`config.mk`:
```
export PLATFORM = sky130hd
export DESIGN_NAME = fp_sub_norm
export DESIGN_NICKNAME = d
export VERILOG_FILES = /design/src/rtl/fp_sub_norm.sv
export SDC_FILE = /design/constraint.sdc
export NUM_CORES = 1
export LEC_CHECK = 0
export BUFFER_PORTS_ARGS = -buffer_cell sky130_fd_sc_hd__buf_4
export CAP_MARGIN = 20
export CORE_MARGIN = 2
export CORE_UTILIZATION = 33
export DETAILED_ROUTE_END_ITERATION = 16
export HOLD_SLACK_MARGIN = 0.02
export SYNTH_ARGS = -nofsm -noshare
export SYNTH_HDL_FRONTEND = slang
export SYNTH_SLANG_ARGS = --single-unit
```
`constraint.sdc`:
```
create_clock -name clk -period 10.7 [get_ports clk]
set_input_delay 0 -clock clk [delete_from_list [all_inputs] [get_ports clk]]
set_output_delay 0 -clock clk [all_outputs]
set_load 0.02 [all_outputs]
```
`src/rtl/fp_sub_norm.sv`:
```
// Multi-cycle |A - B| for the 10-bit {E,M} float format (value = M * 2^E, no hidden bit).
// Aligns on the larger exponent, subtracts mantissas, then renormalizes one left shift per cycle.
module fp_sub_norm #(
    parameter int EW = 4,
    parameter int MW = 6
) (
    input  logic             clk,
    input  logic             rst_n,
    input  logic             start,
    input  logic [EW+MW-1:0] A,
    input  logic [EW+MW-1:0] B,
    output logic             ready,
    output logic             done,
    output logic [EW+MW-1:0] Out,
    output logic             Sign,
    output logic             Zero
);

    typedef enum logic [2:0] {
        S_IDLE  = 3'd0,
        S_ALIGN = 3'd1,
        S_SUB   = 3'd2,
        S_NORM  = 3'd3,
        S_DONE  = 3'd4
    } state_t;

    state_t            state_q, state_d;
    logic [EW+MW-1:0]  a_q, a_d;
    logic [EW+MW-1:0]  b_q, b_d;
    logic [EW-1:0]     er_q, er_d;
    logic [MW-1:0]     big_q, big_d;
    logic [MW-1:0]     small_q, small_d;
    logic [MW-1:0]     diff_q, diff_d;
    logic              sgn_q, sgn_d;
    logic [EW+MW-1:0]  out_q, out_d;
    logic              sign_q, sign_d;
    logic              zero_q, zero_d;
    logic              done_q, done_d;
    logic              ready_q, ready_d;

    logic [EW-1:0]     ea_s, eb_s, gap_s, er_max_s, er_dec_s;
    logic [MW-1:0]     ma_s, mb_s, ma_al_s, mb_al_s;
    logic [MW-1:0]     diff_s, diff_sh_s;

    // Zero-filled right shift; a gap of MW or more pushes every mantissa bit out.
    function automatic logic [MW-1:0] shift_right(input logic [MW-1:0] m, input logic [EW-1:0] d);
        logic [MW-1:0] r;
        if (int'(d) >= MW) begin
            r = {MW{1'b0}};
        end else begin
            r = m >> d;
        end
        return r;
    endfunction

    // Alignment and arithmetic helpers derived from the captured operands and working registers.
    always_comb begin
        ea_s      = a_q[EW+MW-1:MW];
        eb_s      = b_q[EW+MW-1:MW];
        ma_s      = a_q[MW-1:0];
        mb_s      = b_q[MW-1:0];
        if (ea_s >= eb_s) begin
            er_max_s = ea_s;
            gap_s    = ea_s - eb_s;
            ma_al_s  = ma_s;
            mb_al_s  = shift_right(mb_s, gap_s);
        end else begin
            er_max_s = eb_s;
            gap_s    = eb_s - ea_s;
            ma_al_s  = shift_right(ma_s, gap_s);
            mb_al_s  = mb_s;
        end
        diff_s    = big_q - small_q;
        diff_sh_s = {diff_q[MW-2:0], 1'b0};
        er_dec_s  = er_q - {{(EW-1){1'b0}}, 1'b1};
    end

    // Next-state and datapath update; result registers load only on the transition into DONE.
    always_comb begin
        state_d = state_q;
        a_d     = a_q;
        b_d     = b_q;
        er_d    = er_q;
        big_d   = big_q;
        small_d = small_q;
        diff_d  = diff_q;
        sgn_d   = sgn_q;
        out_d   = out_q;
        sign_d  = sign_q;
        zero_d  = zero_q;
        case (state_q)
            S_IDLE: begin
                if (start) begin
                    a_d     = A;
                    b_d     = B;
                    state_d = S_ALIGN;
                end else begin
                    state_d = S_IDLE;
                end
            end
            S_ALIGN: begin
                er_d = er_max_s;
                if (mb_al_s > ma_al_s) begin
                    big_d   = mb_al_s;
                    small_d = ma_al_s;
                    sgn_d   = 1'b1;
                end else begin
                    big_d   = ma_al_s;
                    small_d = mb_al_s;
                    sgn_d   = 1'b0;
                end
                state_d = S_SUB;
            end
            S_SUB: begin
                diff_d = diff_s;
                if (diff_s == {MW{1'b0}}) begin
                    out_d   = {(EW+MW){1'b0}};
                    sign_d  = 1'b0;
                    zero_d  = 1'b1;
                    state_d = S_DONE;
                end else if (diff_s[MW-1] || (er_q == {EW{1'b0}})) begin
                    out_d   = {er_q, diff_s};
                    sign_d  = sgn_q;
                    zero_d  = 1'b0;
                    state_d = S_DONE;
                end else begin
                    state_d = S_NORM;
                end
            end
            S_NORM: begin
                diff_d = diff_sh_s;
                er_d   = er_dec_s;
                if (diff_sh_s[MW-1] || (er_dec_s == {EW{1'b0}})) begin
                    out_d   = {er_dec_s, diff_sh_s};
                    sign_d  = sgn_q;
                    zero_d  = 1'b0;
                    state_d = S_DONE;
                end else begin
                    state_d = S_NORM;
                end
            end
            S_DONE: begin
                state_d = S_IDLE;
            end
            default: begin
                state_d = S_IDLE;
            end
        endcase
        done_d  = (state_d == S_DONE);
        ready_d = (state_d == S_IDLE);
    end

    // State and datapath registers; an asynchronous reset aborts any operation in flight.
    always_ff @(posedge clk or negedge rst_n) begin
        if (!rst_n) begin
            state_q <= S_IDLE;
            a_q     <= {(EW+MW){1'b0}};
            b_q     <= {(EW+MW){1'b0}};
            er_q    <= {EW{1'b0}};
            big_q   <= {MW{1'b0}};
            small_q <= {MW{1'b0}};
            diff_q  <= {MW{1'b0}};
            sgn_q   <= 1'b0;
            out_q   <= {(EW+MW){1'b0}};
            sign_q  <= 1'b0;
            zero_q  <= 1'b0;
            done_q  <= 1'b0;
            ready_q <= 1'b1;
        end else begin
            state_q <= state_d;
            a_q     <= a_d;
            b_q     <= b_d;
            er_q    <= er_d;
            big_q   <= big_d;
            small_q <= small_d;
            diff_q  <= diff_d;
            sgn_q   <= sgn_d;
            out_q   <= out_d;
            sign_q  <= sign_d;
            zero_q  <= zero_d;
            done_q  <= done_d;
            ready_q <= ready_d;
        end
    end

    assign ready = ready_q;
    assign done  = done_q;
    assign Out   = out_q;
    assign Sign  = sign_q;
    assign Zero  = zero_q;

endmodule

```
# Yosys cells after proc, flatten, opt, wreduce, memory -nomap -nowiden
# Index checks and enable logic that the tools add are counted.
[totals]
elab_cells = 67
in_bits = 23
reg_bits = 59
output_inout_bits = 14
[op_classes]
n_reduce_logical = 11
shifts = 2
muxes = 27
n_eq_ne = 6
addsub = 4
n_lt_le_gt_ge = 4
[op_table]
columns = ["cell", "count"]
rows = [
  ["$mux 6", 6],
  ["$mux 10", 3],
  ["$pmux 10 s2", 1],
  ["$pmux 3 s4", 1],
  ["$shr 6x4->6", 2],
  ["$pmux 5 s2", 1],
  ["$mux 3", 3],
  ["$ge 4x3->1 const B", 2],
  ["$logic_not 4->1", 2],
  ["$mux 1", 8],
  ["$pmux 4 s2", 1],
  ["$sub 4x4->4", 2],
  ["$eq 3x2->1 const B", 2],
  ["$gt 6x6->1", 1],
  ["$logic_not 3->1", 2],
  ["$logic_not 6->1", 1],
  ["$sub 6x6->6", 1],
  ["$ge 4x4->1", 1],
  ["$mux 4", 1],
  ["$pmux 1 s2", 2],
  ["$reduce_bool 2->1", 2],
  ["$sub 4x1->4 const B", 1],
  ["$eq 3x1->1 const B", 1],
  ["$eq 3x3->1 const B", 1],
  ["5 further kinds", 6],
]

# Longest topological paths before layout
# Gate-level depths: netlist (run 1).
[logic_depth]
ltp_word = 6
mapped_depth = 19
depth_no_buf = 17

# Least setup slack after synthesis (run 1)
# No wires, ideal clock.
[synth_path]
path_type = "reg2reg"
startpoint = "register b_q[6]"
endpoint = "register big_q[0]"
stages_incl_launch_ff = 19
setup_ps = 146
required_time_ps = 10554
path_buffers = 2
arrival_ps = 3668
period_less_slack_ps = 3814
path_slack_ps = 6886
cell_sequence = "dfrtp_1 -> inv_1 -> ha_1 -> inv_1 -> fa_1 -> clkbuf_1 -> mux2_2 -> nand2_1 -> o21ai_0 -> mux2_2 -> a22oi_1 -> ha_1 -> nor2b_1 -> o21a_1 -> o21ai_0 -> a31o_2 -> or2_2 -> clkbuf_1 -> o221ai_1"
[synth_via]
elab_chain_cells = 6
elab_cells_between_ends = 13
cone_classes = "2 x add/sub; 4 x order compare; 2 x shift; 5 x mux"
[synth_lines]
columns = ["element", "line", "rtl"]
rows = [
  ["from (decl)", "29", "logic [EW+MW-1:0] b_q, b_d;"],
  ["from (signal assigned)", "158", "b_q <= {(EW+MW){1'b0}};"],
  ["$sub 4x4->4, on equally long branches", "64, 69", ""],
  ["$ge 4x3->1 / $shr 6x4->6 (equally long branches)", "48, 51", ""],
  ["$mux 6", "48", "if (int'(d) >= MW) begin"],
  ["$mux 6", "62", "if (ea_s >= eb_s) begin"],
  ["$gt 6x6->1", "103", "if (mb_al_s > ma_al_s) begin"],
  ["$mux 6 (*)", "103", ""],
  ["to (signal assigned)", "160", "big_q <= {MW{1'b0}};"],
  ["to (signal assigned)", "174", "big_q <= big_d;"],
  ["to (decl)", "31", "logic [MW-1:0] big_q, big_d;"],
]
# Mark *: on every way between the ends. The rest lies on a longest branch, timed or not.
# A chain may end at the register's enable or synchronous reset.

# Worst setup path in the final report (run 1)
[layout_path]
startpoint = "register b_q[6]"
endpoint = "register small_q[0]"
[layout_via]
elab_chain_cells = 6
elab_cells_between_ends = 13
cone_classes = "2 x add/sub; 4 x order compare; 2 x shift; 5 x mux"
[layout_lines]
columns = ["element", "line", "rtl"]
rows = [
  ["$sub 4x4->4, on equally long branches", "64, 69", ""],
  ["$ge 4x3->1 / $shr 6x4->6 (equally long branches)", "48, 51", ""],
  ["$mux 6", "48", ""],
  ["$mux 6", "62", ""],
  ["$gt 6x6->1", "103", ""],
  ["$mux 6 (*)", "103", ""],
  ["to (signal assigned)", "161", "small_q <= {MW{1'b0}};"],
  ["to (signal assigned)", "175", "small_q <= small_d;"],
  ["to (decl)", "32", "logic [MW-1:0] small_q, small_d;"],
]
# Marked as above.

==> results of run 1 <==
## worst max-delay path, delay by kind of cell (launching register included)
kind / cells / cell delay [ns]
buf+inv: 2 / 0.13
flops: 1 / 0.40
mux: 2 / 0.66
fa+ha+maj: 3 / 1.11
compound gates: 6 / 1.12
simple gates: 3 / 0.43
## area by class of cell
type                       instances  share of cell area (%)
clock buffer                      12                    5.16
multi-input combinational        286                    44.9
inverter                          27                    2.21
tap                              140                    3.82
clock inverter                     3                   0.874
sequential                        59                    32.3
timing repair buffer              59                    10.8
## cells by family after synthesis
logic type               Yosys count
flip-flops                        59
buffers and inverters             48
adder cells (fa/ha/maj)           23
multiplexers                      41
AND/OR/NAND/NOR                  115
XOR/XNOR                          10
AO/OA/AOI/OAI                     97
## sequential cells by signal (all words and copies together), names as in the netlist, 3 cells and up
| name | count |
|---|---|
| er_q | 4 |
| diff_q | 5 |
| a_q | 10 |
| big_q | 6 |
| b_q | 10 |
| state_q | 3 |
| small_q | 6 |
| Out | 10 |
## metrics by stage
stage                     setup WS, ns  instance area (µm²)  instances  utilization, %
final                             6.77                 4580        586            41.9
after global routing              6.42                 4580        586            41.9
after CTS                         6.79                 4580        586            41.9
after detailed placement          6.81                 4090        550            37.4
after global placement            6.92                 4090        550            37.4
after floorplan                   6.89                 3720        393               -
## how the worst max path moves through the flow
stage           start    endpoint  slack [ns]  cells past startpoint
3_5_place_dp   b_q[6]  small_q[5]        6.81                     16
4_1_cts        b_q[6]  small_q[5]        6.79                     16
5_1_grt        a_q[6]    big_q[2]        6.42                     17
2_1_floorplan  b_q[6]    big_q[0]        6.89                     18
6_report       b_q[6]  small_q[0]        6.77                     16
3_3_place_gp   b_q[6]    big_q[2]        6.92                     16
## cell usage after synthesis, types with 2 or more instances
master / count
and2_1: 4
a21o_1: 2
and3b_1: 3
nor3_1: 9
nand2_1: 56
dfrtp_1: 58
clkbuf_1: 16
nand3b_1: 2
buf_2: 2
nor2_1: 22
nor2b_1: 3
mux2_2: 22
o221ai_1: 13
xor2_1: 4
fa_1: 3
mux2_4: 7
a22oi_1: 5
xnor2_1: 6
nand4_1: 3
mux2i_1: 11
ha_1: 20
nand2b_1: 5
a21oi_1: 20
buf_1: 2
a211oi_1: 2
a32oi_1: 3
o21a_1: 3
inv_1: 27
or2_2: 2
o21ai_0: 37
## metal layers
| metal | share of wire (%) | vias to the layer above | global-route usage (%) |
|---|---|---|---|
| met5 | 0 | - | 0 |
| met4 | 1.3 | 0 | 5.09 |
| met3 | 4.2 | 8 | 3.76 |
| met2 | 47 | 58 | 22.7 |
| met1 | 48 | 1353 | 18.3 |
| li1 | - | 1482 | - |
## what timing repair did
item,in CTS,in global routing
endpoints found under the hold margin,78,0
resized for setup,0,0
setup endpoints to repair,0,0
hold buffers,21,0
==> results.yml, run 1 <==
run_status:
  outcome: "complete, no violations"
placed_design:
  hpwl_um: 5670
  io_buffers: 36
  gp_congestion: 0.822
timing:
  worst_pin_slew_ns: 0.876
  report.final.hold_viol_count: 0
  fin_hold_ws_ns: 0.280
  maxSlewViolCount: 0
  fmax_ghz: 0.255
  final.setup.tns_ns: 0
  slew_headroom_pct: 41.4
  period_share_pct: 36.7
  finalSetupViolCount: 0
  fin_crit_ns: 3.93
  grt_setup_unrepaired: "false"
  finalClockSkew_ns: 0.00665
synthesis:
  yosys-top-cells-area: "dfrtp_1, ha_1, mux2_2"
  ys_seq_area_share_pct: 39.7
  synth_fa_ha_area_share_pct: 8.34
  synth-seq-cells: 59
  yosys_warnings: 0
  yosys.area_share.simple_pct: 14.3
  synthDistinctLibCells: 51
  synth_largest_area_cell: "dfrtp_1"
  synthArstFlopShare_pct: 100
  syn_nets: 439
  syn-instance-count: 393
  avgSynthCellArea_um2: 9.47
  syn_area_um2: 3720
  synth_top_area_share_pct: 39.0
  ys.flop_type: "dfrtp_1"
  synth-compound-area-share_pct: 17.0
  synth_xor_area_share_pct: 2.35
  synth_mux_area_share_pct: 13.1
  synth_edf_count: 0
  synth_top_family_by_area: "compound AO/OA/AOI/OAI gates"
setup_path:
  critPathMaxStageDelay_ns: 0.66
  slowest_stage: "fa_1"
  critPathRequiredTime_ns: 10.93
  worst-setup-path-type: "reg -> reg"
  r2r_end: "small_q[0]"
  reg2reg_slack_ns: 6.77
  cp-end-kind: "flop"
  critPathMaxFanout: 10
  start_kind: "flop"
  crit_arrival_ns: 4.16
  worstRegToRegCells: 16
  r2r-start: "b_q[6]"
  path_cells: "inv_1, ha_1, inv_1, fa_1, mux2_2, nand2_1, o21ai_0, mux2_2, a22oi_1, ha_1, nor2b_1, o21a_1, o21ai_0, a31o_2, nand2b_1, o221ai_1"
global_route:
  grt_overflow_total: 0
  grt_usage_pct: 14.1
  grt_pass1_vias: 2767
  grt_max_degree: 60
  grt_pass1_wl_um: 13100
  grt_antenna_before_repair: 0
cts:
  htree_levels: 3
  clk_pin_slew_ns: 0.05
  clockBufferDepth: 2
  clockRootBuffer: "clkbuf_16"
  clock_sinks: 59
  cts_buffers: 9
  cts_tree: "built"
  clkLatencyLatePin_ns: 0.33
  postCtsSetupRepairBufs: 0
final_layout:
  seq_area_um2: 1480
  fin_nets: 488
  multi_input_area_um2: 2050
  diodes: 0
  syn_to_final_growth_pct: 23.1
  n_fill_cell: 1083
  layout_common_cells: "dfrtp_1, nand2_1, buf_4"
  layout-drive-gt1-share_pct: 20.0
  layout_commonest_cell: "dfrtp_1"
floorplan:
  die_area_um2: 12100
  start_util_pct: 34.0
  core_um2: 10900
  die_w_um: 110
  pin_count: 37
  rows: 38
  die_h_um: 110
worst_hold_path:
  min_path_type: "in -> async"
job:
  maxCapViolCount: 0
detailed_routing:
  drtIter0Drc: 92
  finalWirelength_um: 7720
  dr.pass1.iters: 5
  drcViolationCount: 0
  wl_per_cell_um: 13.2
  vias: 2901
  vias_per_cell: 4.95
  antenna_left: 0
Power of run 1 is not shown: default switching activity piles up to over one toggle a cycle in this logic, so the estimate is an artifact.
==> inputs of run 2 (changes only) <==
clock period = 4 ns   (was 10.7 ns; I/O delays follow)
==> run 2 against run 1 <==
  * Die area stayed put
  * Worst hold slack worse by 0.0047 ns
  * Global-route usage is 0.18 points higher
  * Clock skew up 0.0021 ns
  * Wire length rose by 4.8%
  * Sequential cell count unchanged
  * Final cell count is 1.9% higher
  * Register-to-register slack got worse by 6.6 ns
  * Setup slack got worse by 6.6 ns
  * Clock-buffer cell count stayed put
  * First-iteration DRC count grew 36%
  * Maximum frequency up 2.4%
  * Critical path type unchanged
==> results.yml, run 2 (synthesis results as in run 1) <==
setup_path:
  cp-end-kind: "flop"
  crit_arrival_ns: 4.07
  critPathMaxFanout: 6
  worst-setup-path-type: "reg -> reg"
  start_kind: "flop"
  critPathRequiredTime_ns: 4.24
  reg2reg_slack_ns: 0.16
timing:
  slew_headroom_pct: 45.5
  finalSetupViolCount: 0
  worst_pin_slew_ns: 0.815
  fmax_ghz: 0.261
  fin_hold_ws_ns: 0.275
  period_share_pct: 95.9
  setup_ws_ns: 0.163
  fin_crit_ns: 3.84
  maxSlewViolCount: 0
  report.final.hold_viol_count: 0
  finalClockSkew_ns: 0.00870
run_status:
  outcome: "complete, no violations"
placed_design:
  dp.cells: 556
  post-place-ws_ns: 0.0436
  hpwl_um: 5840
  io_buffers: 36
  gp_congestion: 0.901
floorplan:
  die_area_um2: 12100
  start_util_pct: 34.0
  die_h_um: 110
  rows: 38
  die_w_um: 110
  pin_count: 37
  core_um2: 10900
final_layout:
  layoutNonFillerInstCount: 597
  layout-drive-gt1-share_pct: 23.4
  layout_commonest_cell: "dfrtp_1"
  layout_common_cells: "dfrtp_1, nand2_1, buf_4"
  diodes: 0
  fin_nets: 498
  syn_to_final_growth_pct: 27.2
cts:
  clockRootBuffer: "clkbuf_16"
  htree_levels: 3
  cts_tree: "built"
  clockBufferDepth: 2
  clk_pin_slew_ns: 0.05
  clock_sinks: 59
  cts_buffers: 9
  clkLatencyLatePin_ns: 0.32
detailed_routing:
  drtIter0Drc: 125
  drcViolationCount: 0
  dr.pass1.iters: 4
  vias: 3008
  antenna_left: 0
  finalWirelength_um: 8090
  vias_per_cell: 5.04
  wl_per_cell_um: 13.5
worst_hold_path:
  min_path_type: "in -> async"
global_route:
  grt_pass1_wl_um: 13600
  grt_max_degree: 60
  grt_usage_pct: 14.3
  grt_antenna_before_repair: 0
  grt_overflow_total: 0
  grt_pass1_vias: 2965
job:
  maxCapViolCount: 0
-- run 2: changes by cell type in the layout (fill, tap and decap cells not counted), sizes merged --
cell / previous run / this run
buf: 38 / 48
bufinv: 1 / 2
clkinvlp: 0 / 1
clkinv: 2 / 1
-- run 2: worst paths after layout --
| path | cells after the start | end | startpoint |
|---|---|---|---|
| worst min register to register | 2 | big_q[0] | big_q[0] |
| worst max-delay path | 16 | small_q[5] | b_q[6] |
| min in group clk | 4 | ready | start |
| worst min-delay path | 2 | Zero | rst_n |
| max in group asynchronous | 2 | a_q[8] | rst_n |
| worst max register to register | 16 | small_q[5] | b_q[6] |
-- run 2: through the flow --
stage / util [%] / setup TNS, ns / area (µm²)
final: 43.3 / 0 / 4730
after global routing: 43.3 / -0.0342 / 4730
after CTS: 42.8 / 0 / 4680
after detailed placement: 37.8 / 0 / 4140
after global placement: 37.8 / 0 / 4140
after floorplan: - / 0 / 3720
-- run 2: critical path, stage by stage (launching register included) --
cell,delay [ns]
dfrtp_1,0.39
inv_1,0.08
ha_1,0.17
inv_1,0.07
fa_2,0.65
mux2_2,0.35
nand2_1,0.07
o21ai_0,0.08
mux2_2,0.29
a22oi_2,0.19
ha_1,0.27
nor2b_1,0.14
o21a_1,0.17
o21ai_1,0.14
a31o_2,0.23
mux2_2,0.34
o21ai_0,0.13
-- run 2: routing by layer --
metal	wire (µm)	track usage [%]	vias up
met1	3890	18.3	1422
met2	3840	23.7	69
li1	-	-	1509
met4	88	4.29	0
met3	271	3.70	8
met5	0	0	-
-- run 2: final cells by class --
| type | count | area, µm² |
|---|---|---|
| well taps | 140 | 175 |
| repair buffers | 69 | 571 |
| multi-input cells | 286 | 2080 |
| clock inverters | 4 | 72.6 |
| flip-flops and latches | 59 | 1480 |
| inverters | 27 | 101 |
| fillers | 1063 | 6200 |
| clock buffers | 12 | 256 |
-- run 2: timing repair --
item,in CTS,in global routing
resized for setup,0,7
hold buffers,21,0
endpoints found under the setup margin,0,13
hold endpoints to repair,78,0
setup buffers,0,4
Power of run 2 is left out for the same reason.
==> inputs of run 3 (changes only) <==
BUFFER_PORTS_ARGS = unset   (was -buffer_cell sky130_fd_sc_hd__buf_4)
CAP_MARGIN = 30   (was 20)
DONT_BUFFER_PORTS = 1   (was unset)
==> run 3 against run 2 <==
  * Setup slack improved by 0.052 ns
  * Sequential share of layout area increased by 2.1 points
  * Clock skew decreased by 0.0035 ns
  * Wire length decreased by 1.9%
  * Final area decreased by 6.3%
  * Utilization decreased by 2.7 points
  * Maximum frequency increased by 1.4%
  * Critical endpoint is now big_q[4]
==> results.yml, run 3 (synthesis results as in run 1) <==
run_status:
  outcome: "complete, no violations"
global_route:
  grt_antenna_before_repair: 0
  grt_pass1_wl_um: 13700
  grt_pass1_vias: 2932
  grt_usage_pct: 14.5
  grt_overflow_total: 0
  grt_max_degree: 60
job:
  maxCapViolCount: 0
setup_path:
  critPathMaxStageDelay_ns: 0.68
  cp-end-kind: "flop"
  path_cells: "inv_1, ha_1, inv_1, fa_2, mux2i_2, mux2i_1, mux2i_1, o21ai_0, o21ai_1, inv_1, ha_1, nor2b_1, o21a_1, o21ai_0, a31o_2, nand2b_1, o221ai_1"
  crit_path_frequent_cell: "inv_1"
  worst-setup-path-type: "reg -> reg"
  start_kind: "flop"
  critPathRequiredTime_ns: 4.23
  slowest_stage: "fa_2"
  crit_arrival_ns: 4.02
  critPathMaxFanout: 10
placed_design:
  io_buffers: 0
  gp_congestion: 0.830
  post-place-ws_ns: 0.0955
  place_area_um2: 3850
  hpwl_um: 5800
detailed_routing:
  finalWirelength_um: 7930
  drtIter0Drc: 100
  drcViolationCount: 0
  vias: 2886
  wl_per_cell_um: 14.2
  dr.pass1.iters: 4
  vias_per_cell: 5.18
  antenna_left: 0
floorplan:
  die_h_um: 110
  rows: 38
  start_util_pct: 34.0
  core_um2: 10900
  die_w_um: 110
  pin_count: 37
  die_area_um2: 12100
cts:
  htree_levels: 3
  cts_tree: "built"
  clockRootBuffer: "clkbuf_16"
  clkLatencyLatePin_ns: 0.33
  clock_sinks: 59
  cts_buffers: 9
  clk_pin_slew_ns: 0.05
  clockBufferDepth: 2
final_layout:
  diodes: 0
  layout-drive-gt1-share_pct: 15.8
  postLayoutCellArea_um2: 4430
  layout_common_cells: "dfrtp_1, nand2_1, o21ai_0"
  syn_to_final_growth_pct: 19.1
  fin_nets: 458
  n_fill_cell: 1089
  layout_commonest_cell: "dfrtp_1"
  final_core_util_pct: 40.5
timing:
  fmax_ghz: 0.264
  fin_hold_ws_ns: 0.188
  setup_ws_ns: 0.215
  grt_setup_unrepaired: "true"
  period_share_pct: 94.6
  fin_crit_ns: 3.79
  finalClockSkew_ns: 0.00518
  slew_headroom_pct: 60.5
  worst_pin_slew_ns: 0.590
  report.final.hold_viol_count: 0
  finalSetupViolCount: 0
  maxSlewViolCount: 0
worst_hold_path:
  min_path_type: "in -> async"
## run 3: cell count changes in the layout (fill, tap and decap cells not counted), sizes merged
| cell | before | now |
|---|---|---|
| clkbuf | 12 | 11 |
| buf | 48 | 8 |
| clkinv | 1 | 2 |
## run 3: path summary, 6_finish.rpt
kind                            startpoint    endpoint  slack, ns  cells past startpoint
min in group clk                     start       ready       0.22                      3
worst max-delay path                a_q[6]    big_q[4]       0.21                     17
worst max register to register      a_q[6]    big_q[4]       0.21                     17
worst min-delay path                 rst_n      Out[8]       0.19                      2
max in group asynchronous            rst_n       ready       3.51                      2
worst min register to register  small_q[4]  small_q[4]       0.49                      2
## run 3: cell type report
class / count / area [µm²] / area share (%)
timing repair buffer: 29 / 290 / 6.55
clock inverter: 5 / 77.6 / 1.75
multi-input combinational: 286 / 2080 / 46.9
sequential: 59 / 1480 / 33.3
inverter: 27 / 101 / 2.29
clock buffer: 11 / 233 / 5.25
tap: 140 / 175 / 3.95
## run 3: layer usage
layer | vias up | share of wire, % | track usage (%)
li1 | 1432 | - | -
met3 | 8 | 4.3 | 4.64
met4 | 0 | 1.4 | 6.43
met5 | - | 0 | 0
met1 | 1389 | 48 | 18.5
met2 | 57 | 47 | 22.6
## run 3: critical path: cells and delay by family (launching register included)
kind                     cells  cell delay (ns)
adder cells (fa/ha/maj)      3             1.16
multiplexers                 3             0.52
buffers and inverters        3             0.23
AND/OR/NAND/NOR              2             0.35
flip-flops                   1             0.38
AO/OA/AOI/OAI                6             1.02
## run 3: timing repair
action                                 4_1_cts  5_1_grt
hold buffers                                22        0
resized for setup                            0        7
setup endpoints to repair                    0       13
buffers inserted                             0        1
endpoints found under the hold margin       79        0
## run 3: through the flow
step	cells	setup TNS [ns]
global route	557	-0.113
detailed placement	518	0
finish	557	0
CTS	556	0
global placement	518	0
floorplan	393	0
Power of run 3 is left out for the same reason.
